[src/rtl/rr_arb_pkg.sv]
// Shared definitions for the round-robin arbitration path: default sizes and
// the one-hot / index / thermometer helpers used by arbiter and consumer alike.
package rr_arb_pkg;

  localparam int unsigned NDefault           = 4;
  localparam int unsigned StarveLimitDefault = 4;

  // Helpers work on a fixed maximum width; callers zero-extend and truncate.
  localparam int unsigned MaxN    = 32;
  localparam int unsigned MaxIdxW = 5;

  typedef logic [MaxN-1:0]    vec_t;
  typedef logic [MaxIdxW-1:0] idx_t;

  // Output register action chosen each cycle.
  typedef enum logic [1:0] {
    ActHold,
    ActLoad,
    ActDrain
  } out_act_e;

  function automatic logic is_onehot(input vec_t v);
    return (v != '0) && ((v & (v - vec_t'(1))) == '0);
  endfunction

  // Priority-free OR-encode; only meaningful for one-hot input.
  function automatic idx_t onehot_to_idx(input vec_t v);
    idx_t idx;
    idx = '0;
    for (int i = 0; i < MaxN; i++) begin
      if (v[i]) idx |= idx_t'(i);
    end
    return idx;
  endfunction

  function automatic vec_t thermo_above(input idx_t idx);
    vec_t m;
    for (int i = 0; i < MaxN; i++) begin
      m[i] = (i > int'(idx));
    end
    return m;
  endfunction

endpackage

[src/rtl/rr_wait_counter.sv]
// Per-requester saturating wait counter with synchronous clear, hold, and a
// registered flag that asserts once the count reaches Limit.
module rr_wait_counter #(
  parameter int unsigned CntW  = 8,
  parameter int unsigned Limit = 4
) (
  input  logic clk_i,
  input  logic rst_i,
  input  logic clr_i,
  input  logic hold_i,
  output logic flag_o
);

  logic [CntW-1:0] cnt_q, cnt_d;
  logic            flag_q, flag_d;

  always_comb begin
    cnt_d = cnt_q;
    if (clr_i) begin
      cnt_d = '0;
    end else if (!hold_i && (cnt_q != '1)) begin
      cnt_d = cnt_q + 1'b1;
    end
    // Flag follows the updated count so it lines up with the new value.
    flag_d = (32'(cnt_d) >= Limit);
  end

  always_ff @(posedge clk_i) begin
    if (rst_i) begin
      cnt_q  <= '0;
      flag_q <= 1'b0;
    end else begin
      cnt_q  <= cnt_d;
      flag_q <= flag_d;
    end
  end

  assign flag_o = flag_q;

endmodule

[src/rtl/rr_grant_decoder.sv]
// Consumer side of the round-robin arbiter: validates the grant, registers its
// index downstream, feeds back the priority mask and flags starving requesters.
module rr_grant_decoder
  import rr_arb_pkg::*;
#(
  parameter int unsigned N            = NDefault,
  parameter int unsigned IDX_W        = $clog2(N),
  parameter int unsigned CNT_W        = 8,
  parameter int unsigned STARVE_LIMIT = StarveLimitDefault
) (
  input  logic             clk,
  input  logic             rst,
  input  logic [N-1:0]     req,
  input  logic [N-1:0]     gnt,
  output logic [N-1:0]     mask_req,
  output logic             arb_hold,
  output logic             out_valid,
  output logic [IDX_W-1:0] out_idx,
  input  logic             out_ready,
  output logic             gnt_err,
  output logic [N-1:0]     starve
);

  logic [N-1:0]     mask_q, mask_d;
  logic             out_valid_q, out_valid_d;
  logic [IDX_W-1:0] out_idx_q, out_idx_d;
  logic             gnt_err_q, gnt_err_d;

  logic     gnt_ok;
  logic     accept;
  out_act_e act;

  assign arb_hold = out_valid_q & ~out_ready;
  assign gnt_ok   = is_onehot(vec_t'(gnt)) & (|(gnt & req)) & ~arb_hold;
  assign accept   = gnt_ok;

  always_comb begin
    act       = ActHold;
    gnt_err_d = (|gnt) & ~gnt_ok;
    if (accept) begin
      act = ActLoad;
    end else if (out_valid_q && out_ready) begin
      // Downstream took the current index; nothing replaces it.
      act = ActDrain;
    end
  end

  always_comb begin
    out_valid_d = out_valid_q;
    out_idx_d   = out_idx_q;
    mask_d      = mask_q;
    unique case (act)
      ActLoad: begin
        out_valid_d = 1'b1;
        out_idx_d   = IDX_W'(onehot_to_idx(vec_t'(gnt)));
        mask_d      = N'(thermo_above(onehot_to_idx(vec_t'(gnt))));
      end
      ActDrain: out_valid_d = 1'b0;
      default: ;
    endcase
  end

  always_ff @(posedge clk) begin
    if (rst) begin
      mask_q      <= '1;
      out_valid_q <= 1'b0;
      out_idx_q   <= '0;
      gnt_err_q   <= 1'b0;
    end else begin
      mask_q      <= mask_d;
      out_valid_q <= out_valid_d;
      out_idx_q   <= out_idx_d;
      gnt_err_q   <= gnt_err_d;
    end
  end

  for (genvar gi = 0; gi < N; gi++) begin : g_wait
    rr_wait_counter #(
      .CntW  (CNT_W),
      .Limit (STARVE_LIMIT)
    ) u_wait_counter (
      .clk_i  (clk),
      .rst_i  (rst),
      .clr_i  (~req[gi] | (accept & gnt[gi])),
      .hold_i (arb_hold),
      .flag_o (starve[gi])
    );
  end

  assign mask_req  = mask_q;
  assign out_valid = out_valid_q;
  assign out_idx   = out_idx_q;
  assign gnt_err   = gnt_err_q;

endmodule

[config.mk]
export PLATFORM = sky130hd
export DESIGN_NAME = rr_grant_decoder
export DESIGN_NICKNAME = d
export VERILOG_FILES = /design/src/rtl/rr_arb_pkg.sv /design/src/rtl/rr_wait_counter.sv /design/src/rtl/rr_grant_decoder.sv
export SDC_FILE = /design/constraint.sdc
export NUM_CORES = 1
export LEC_CHECK = 0
export CAP_MARGIN = 15
export CORE_MARGIN = 2
export CORE_UTILIZATION = 50
export CTS_CLUSTER_DIAMETER = 200
export CTS_CLUSTER_SIZE = 8
export DETAILED_ROUTE_END_ITERATION = 6
export PLACE_DENSITY = 0.71
export SYNTH_ARGS = -nofsm -noshare
export SYNTH_HDL_FRONTEND = slang
export SYNTH_HIERARCHICAL = 1
export SYNTH_SLANG_ARGS = --single-unit
[constraint.sdc]
create_clock -name clk -period 1.96 [get_ports clk]
set_input_delay 0.392 -clock clk [delete_from_list [all_inputs] [get_ports clk]]
set_output_delay 0.392 -clock clk [all_outputs]
set_load 0.02 [all_outputs]
# After elaboration in Yosys (flattened, before gate mapping)
# Index checks and enable logic that the tools add are counted.
# word_totals
ff_bits	44
inputBits	11
output_inout_bits	13
elab_cells	78
# op_classes
n_addsub	5
magnitude_cmp	7
n_eq_ne	6
muxes	15
n_bitwise	21
n_reduce_logical	12
# op_table
cell	count
two-way mux 8 bit	8
adder 8 x 1 -> 8 bit, second input constant	4
bitwise AND 4 x 32 -> 32 bit	1
greater-or-equal comparator 8 x 3 -> 1 bit, second input constant	4
logical NOT 32 bit	1
inequality test 8 bit, second input constant	4
greater-than comparator 2 x 5 -> 1 bit, first input constant	2
bitwise AND 1 bit	8
two-way mux 2 bit	4
OR reduction 4 bit	2
NOT 1 bit	7
logical AND 1 bit	6
greater-than comparator 1 x 5 -> 1 bit, first input constant	1
two-way mux 5 bit	1
subtractor 4 x 1 -> 5 bit, second input constant	1
bitwise AND 4 bit	1
OR 1 bit	4
nonzero test 4 bit	1
equality test 2 x 1 -> 1 bit, second input constant	1
equality test 2 bit, second input constant	1
one-hot mux 1 bit (2 select lines)	1
nonzero test 2 bit	1
logical NOT 1 bit	1
two-way mux 1 bit	1

# Longest topological paths before layout
# logic_depth
word_depth	10
mapped_depth	8
mapped_depth_nobuf	6

# Cells and area by module
# The synthesis kept the hierarchy.
# by_module_without_submodules
module	instances	cells_each	area_each_um2
rr_wait_counter	4	60	545.5
rr_grant_decoder	1	45	385.4

# Worst setup path after synthesis
# OpenSTA, ideal clock, no wires.
# synth_timing
kind	input to register
from	input gnt[3]
to	register g_wait[1].u_wait_counter.cnt_q[2]
arrival_time_ns	1.689
required_ns	1.830
slack_ns	0.141
cell_stages	7
path_cell_list	maj3_2 -> o2bb2ai_2 -> nand3_1 -> o21ai_0 -> or2_1 -> buf_1 -> nor3_1
# synth_via
elab_chain_cells	9
word_cells_on_any_way	12
cone_classes	1 x add/sub; 1 x mux; 6 x bitwise; 4 x reduce/logical
# synth_rtl
item	line_no	text
from (decl)	rr_grant_decoder.sv:14	input logic [N-1:0] gnt,
subtractor 4 x 1 -> 5 bit	rr_arb_pkg.sv:23	return (v != '0) && ((v & (v - vec_t'(1))) == '0);
bitwise AND 4 x 32 -> 32 bit	rr_arb_pkg.sv:23	
logical NOT 32 bit	rr_arb_pkg.sv:23	
logical AND 1 bit	rr_arb_pkg.sv:23	
bitwise AND 1 bit (*) (2 in a row)	rr_grant_decoder.sv:34	assign gnt_ok = is_onehot(vec_t'(gnt)) & (|(gnt & req)) & ~arb_hold;
bitwise AND 1 bit (*)	rr_grant_decoder.sv:84	.clr_i (~req[gi] | (accept & gnt[gi])),
OR 1 bit (*)	rr_grant_decoder.sv:84	
two-way mux 8 bit (*)	rr_wait_counter.sv:19	if (clr_i) begin
to (signal assigned)	rr_wait_counter.sv:33	cnt_q <= cnt_d;
to (decl)	rr_wait_counter.sv:14	logic [CntW-1:0] cnt_q, cnt_d;
# Mark *: on every way between the ends. The rest lies on a longest branch, timed or not.
# A chain may end at the register's enable or synchronous reset.

# Worst setup path in the final report
# layout_timing
from	input gnt[1]
to	register g_wait[0].u_wait_counter.cnt_q[3]
# layout_via
elab_chain_cells	9
word_cells_on_any_way	12
cone_classes	1 x add/sub; 1 x mux; 6 x bitwise; 4 x reduce/logical
# layout_rtl
item	line_no
subtractor 4 x 1 -> 5 bit	rr_arb_pkg.sv:23
bitwise AND 4 x 32 -> 32 bit	rr_arb_pkg.sv:23
logical NOT 32 bit	rr_arb_pkg.sv:23
logical AND 1 bit	rr_arb_pkg.sv:23
bitwise AND 1 bit (*) (2 in a row)	rr_grant_decoder.sv:34
bitwise AND 1 bit (*)	rr_grant_decoder.sv:84
OR 1 bit (*)	rr_grant_decoder.sv:84
two-way mux 8 bit (*)	rr_wait_counter.sv:19
to (signal assigned)	rr_wait_counter.sv:33
to (decl)	rr_wait_counter.sv:14
# Marked as above.

==> results_dict.tcl <==
set metrics [dict create \
    synth.yosys.seq_area_share_pct 34.3 \
    mappedNetlistNets 300 \
    detailedRoute.firstPassIterationCount 4 \
    synth.cell_area_um2 2570 \
    grt.total_usage_pct 20.2 \
    critPathLaunchType "input port" \
    min_period_ps 1910 \
    power.leakage_nw 1.14 \
    pre_cts_ws_ps -338 \
    cp.arrival_ps 2140 \
    htree_num_levels 2 \
    antenna_violations_before_repair 0 \
    outcome "complete, no violations" \
    number_of_max_slew_violations_in_the_final_report 0 \
    number_of_buffers_created_by_cts 5 \
    max_cap_viol_count 0 \
    synthCells 285 \
    clock_sink_count 44 \
    io_pins 24 \
    fin_util_pct 63.2 \
    drive_above_1_share_pct 23.9 \
    grt_pass1_wl_um 8950 \
    min-delay-path-class "register to register" \
    grt-ovfl-total 0 \
    timing.critical_path.buf_inv 3 \
    vias 2255 \
    setup_viol 0 \
    route.detailed.drc 0 \
    finalCritPeriodShare_pct 97.6 \
    largest_delay_share_family_worst_path "buffers and inverters" \
    antenna_cells 0 \
    num_rows 26 \
    placeableCoreArea_um2 5040 \
    maxSlewHeadroom_pct 68.9 \
    critPathKind "input port to register" \
    pwr_cell_area_nw_per_um2 560 \
    worstPathMaxFanout 5 \
    yosys_warnings 6 \
    die_width_um 75.7 \
    clock_root_cell "sky130_fd_sc_hd__clkbuf_8" \
    floorplan.initialDensity_pct 50.9 \
    number_of_buffers_between_clock_root_and_the_deepest_sink 2 \
    stdcell_count 397 \
    placed_cells_incl_taps 389 \
    yosys_register_bits 44 \
    ir_drop_uv 369 \
    drt-initial-drc-count 75 \
    crit_path_cell_trace "clkdlybuf4s50_1, buf_4, a22oi_1, nand2_1, nand3_4, o21ai_1, or2_1, buf_4, nor3b_1" \
    cpMaxStageDelayCell "sky130_fd_sc_hd__clkdlybuf4s50_1" \
    postSynth.asyncResetShare_pct 0 \
    finalWirelength_um 5500 \
    timing.critical_path.required_ps 2180 \
    grt_start_max_net_pins 14 \
    placedInstanceArea_um2 3030 \
    final.setup.tns_ps 0 \
    flow.area_growth_from_synthesis_pct 24.0 \
    number_of_flops_mapped_to_enable_cells_by_yosys 0 \
    filler_cell_count 446 \
    path_clk_slew_ps 80 \
    grt_pass1_vias 2018 \
    layout.nets 341 \
    setup_ws_ps 47.3 \
    wl_per_cell_um 13.9 \
    antenna_left 0 \
    total_power_mw 1.78 \
    synth-main-ff-cell "sky130_fd_sc_hd__dfxtp_1" \
    cts_setup_buffers 0 \
    synthesis.area_per_instance_um2 9.01 \
    fin_hold_ws_ps 471 \
    yosysUniqueCellTypes 43 \
    clock_latency_ps 300 \
    hold_viol_final 0 \
    worst_path_largest_cell_delay_ps 460 \
    cp_common_cell "sky130_fd_sc_hd__buf_4" \
    vias_per_cell 5.68 \
    timing.fmax_mhz 523 \
    area_of_the_die_um2 5720 \
    tritoncts_clock_tree "built" \
    finalInstanceArea_um2 3180 \
    setup.worst_path.end_class "register" \
    chipHeight_um 75.7 \
    finalWeightedCongestion 0.882 \
    worst_clock_skew_ps 7.84 \
    post-dp-hpwl_um 3990 \
    worst_pin_slew_ps 462 \
    placement.io_buffers 23 \
]
[cells in the mapped netlist, types with 6 or more instances]
cell                       instances  area [um2]
sky130_fd_sc_hd__a211oi_1         12        90.1
sky130_fd_sc_hd__a21oi_1           6        30.0
sky130_fd_sc_hd__a41oi_2           8         130
sky130_fd_sc_hd__buf_2            12        60.1
sky130_fd_sc_hd__buf_4             8        60.1
sky130_fd_sc_hd__dfxtp_1          44         881
sky130_fd_sc_hd__inv_1            11        41.3
sky130_fd_sc_hd__nand2_1           6        22.5
sky130_fd_sc_hd__nand3_1           9        45.0
sky130_fd_sc_hd__nand4_1           8        50.1
sky130_fd_sc_hd__nor2_1           31         116
sky130_fd_sc_hd__nor3_1            8        40.0
sky130_fd_sc_hd__nor3b_1           8        60.1
sky130_fd_sc_hd__nor4_1            8        50.1
sky130_fd_sc_hd__o211ai_1          8        60.1
sky130_fd_sc_hd__o21ai_0          17        85.1
sky130_fd_sc_hd__xor2_1            8        70.1
[kinds of logic after synthesis]
kind of cell / Yosys count / share of synthesized area (%)
muxes: 5 / 1.95
DFF: 44 / 34.3
adders and majority gates: 5 / 2.39
buffers and inverters: 37 / 7.46
AOI/OAI and AO/OA: 74 / 23.1
xor gates and xnor gates: 12 / 4.09
and+or+nand+nor: 108 / 26.8
[state kept, by name, summed over array words and instances (netlist names)]
signal / cells
g_wait.u_wait_counter/flag_o: 4
gnt_err: 1
out_valid: 1
g_wait.u_wait_counter/cnt_q: 32
mask_req: 4
out_idx: 2
[area by class of cell]
class                   count  area, um2  area share (%)
clock buffers               8       90.1            2.83
multi-input cells         204       1570            49.2
inverters                  11       41.3            1.30
repair buffers             60        519            16.3
flip-flops and latches     44        881            27.7
well taps                  70       87.6            2.75
[cells in the final DEF, fill, tap and decap left out, types with 4 or more instances in the layout]
| cell | n |
|---|---|
| sky130_fd_sc_hd__nand4_1 | 8 |
| sky130_fd_sc_hd__nor2_1 | 31 |
| sky130_fd_sc_hd__a211oi_1 | 12 |
| sky130_fd_sc_hd__xor2_1 | 8 |
| sky130_fd_sc_hd__nor4_1 | 8 |
| sky130_fd_sc_hd__nor3b_2 | 5 |
| sky130_fd_sc_hd__and4_4 | 4 |
| sky130_fd_sc_hd__inv_1 | 10 |
| sky130_fd_sc_hd__nor4_4 | 4 |
| sky130_fd_sc_hd__nor2b_1 | 4 |
| sky130_fd_sc_hd__clkdlybuf4s50_1 | 22 |
| sky130_fd_sc_hd__and2b_2 | 4 |
| sky130_fd_sc_hd__nand2_1 | 6 |
| sky130_fd_sc_hd__ha_1 | 4 |
| sky130_fd_sc_hd__dfxtp_1 | 44 |
| sky130_fd_sc_hd__nor3_1 | 7 |
| sky130_fd_sc_hd__o21ai_0 | 11 |
| sky130_fd_sc_hd__a211o_1 | 4 |
| sky130_fd_sc_hd__or2_1 | 4 |
| sky130_fd_sc_hd__o211ai_1 | 8 |
| sky130_fd_sc_hd__o21ai_1 | 5 |
| sky130_fd_sc_hd__nand3_1 | 8 |
| sky130_fd_sc_hd__o31a_1 | 4 |
| sky130_fd_sc_hd__o2111ai_1 | 4 |
| sky130_fd_sc_hd__clkbuf_8 | 6 |
| sky130_fd_sc_hd__xnor2_1 | 4 |
| sky130_fd_sc_hd__buf_4 | 36 |
| sky130_fd_sc_hd__a41oi_2 | 8 |
| sky130_fd_sc_hd__nand4b_1 | 4 |
| sky130_fd_sc_hd__a21oi_1 | 6 |
| sky130_fd_sc_hd__mux2i_1 | 5 |
[routing by layer]
metal / track usage, % / wire length, um
met5: 0 / 0
met4: 6.24 / 60
met3: 4.50 / 198
met2: 33.8 / 2730
met1: 26.1 / 2510
[power breakdown]
group          leakage [nW]  total (mW)  internal (mW)  switching (mW)
Sequential            0.357       0.934          0.918          0.0159
Combinational         0.739       0.260          0.133           0.127
Clock                0.0455       0.588          0.288           0.300
Total                  1.14        1.78           1.34           0.443
[worst paths after layout]
path,startpoint,to,slack (ps),cells past startpoint
max,gnt[1],g_wait[0].u_wait_counter/cnt_q[3],50,9
min,out_idx[1],out_idx[1],470,1
max reg2reg,out_valid,g_wait[0].u_wait_counter/flag_o,360,7
min reg2reg,out_idx[1],out_idx[1],470,1
[timing repair]
item,in CTS,in global routing
cloned,0,0
endpoints found under the setup margin,25,36
pin swaps,0,1
gates resized for setup,2,20
hold buffers,0,0
(Power assumes the default switching activity.)
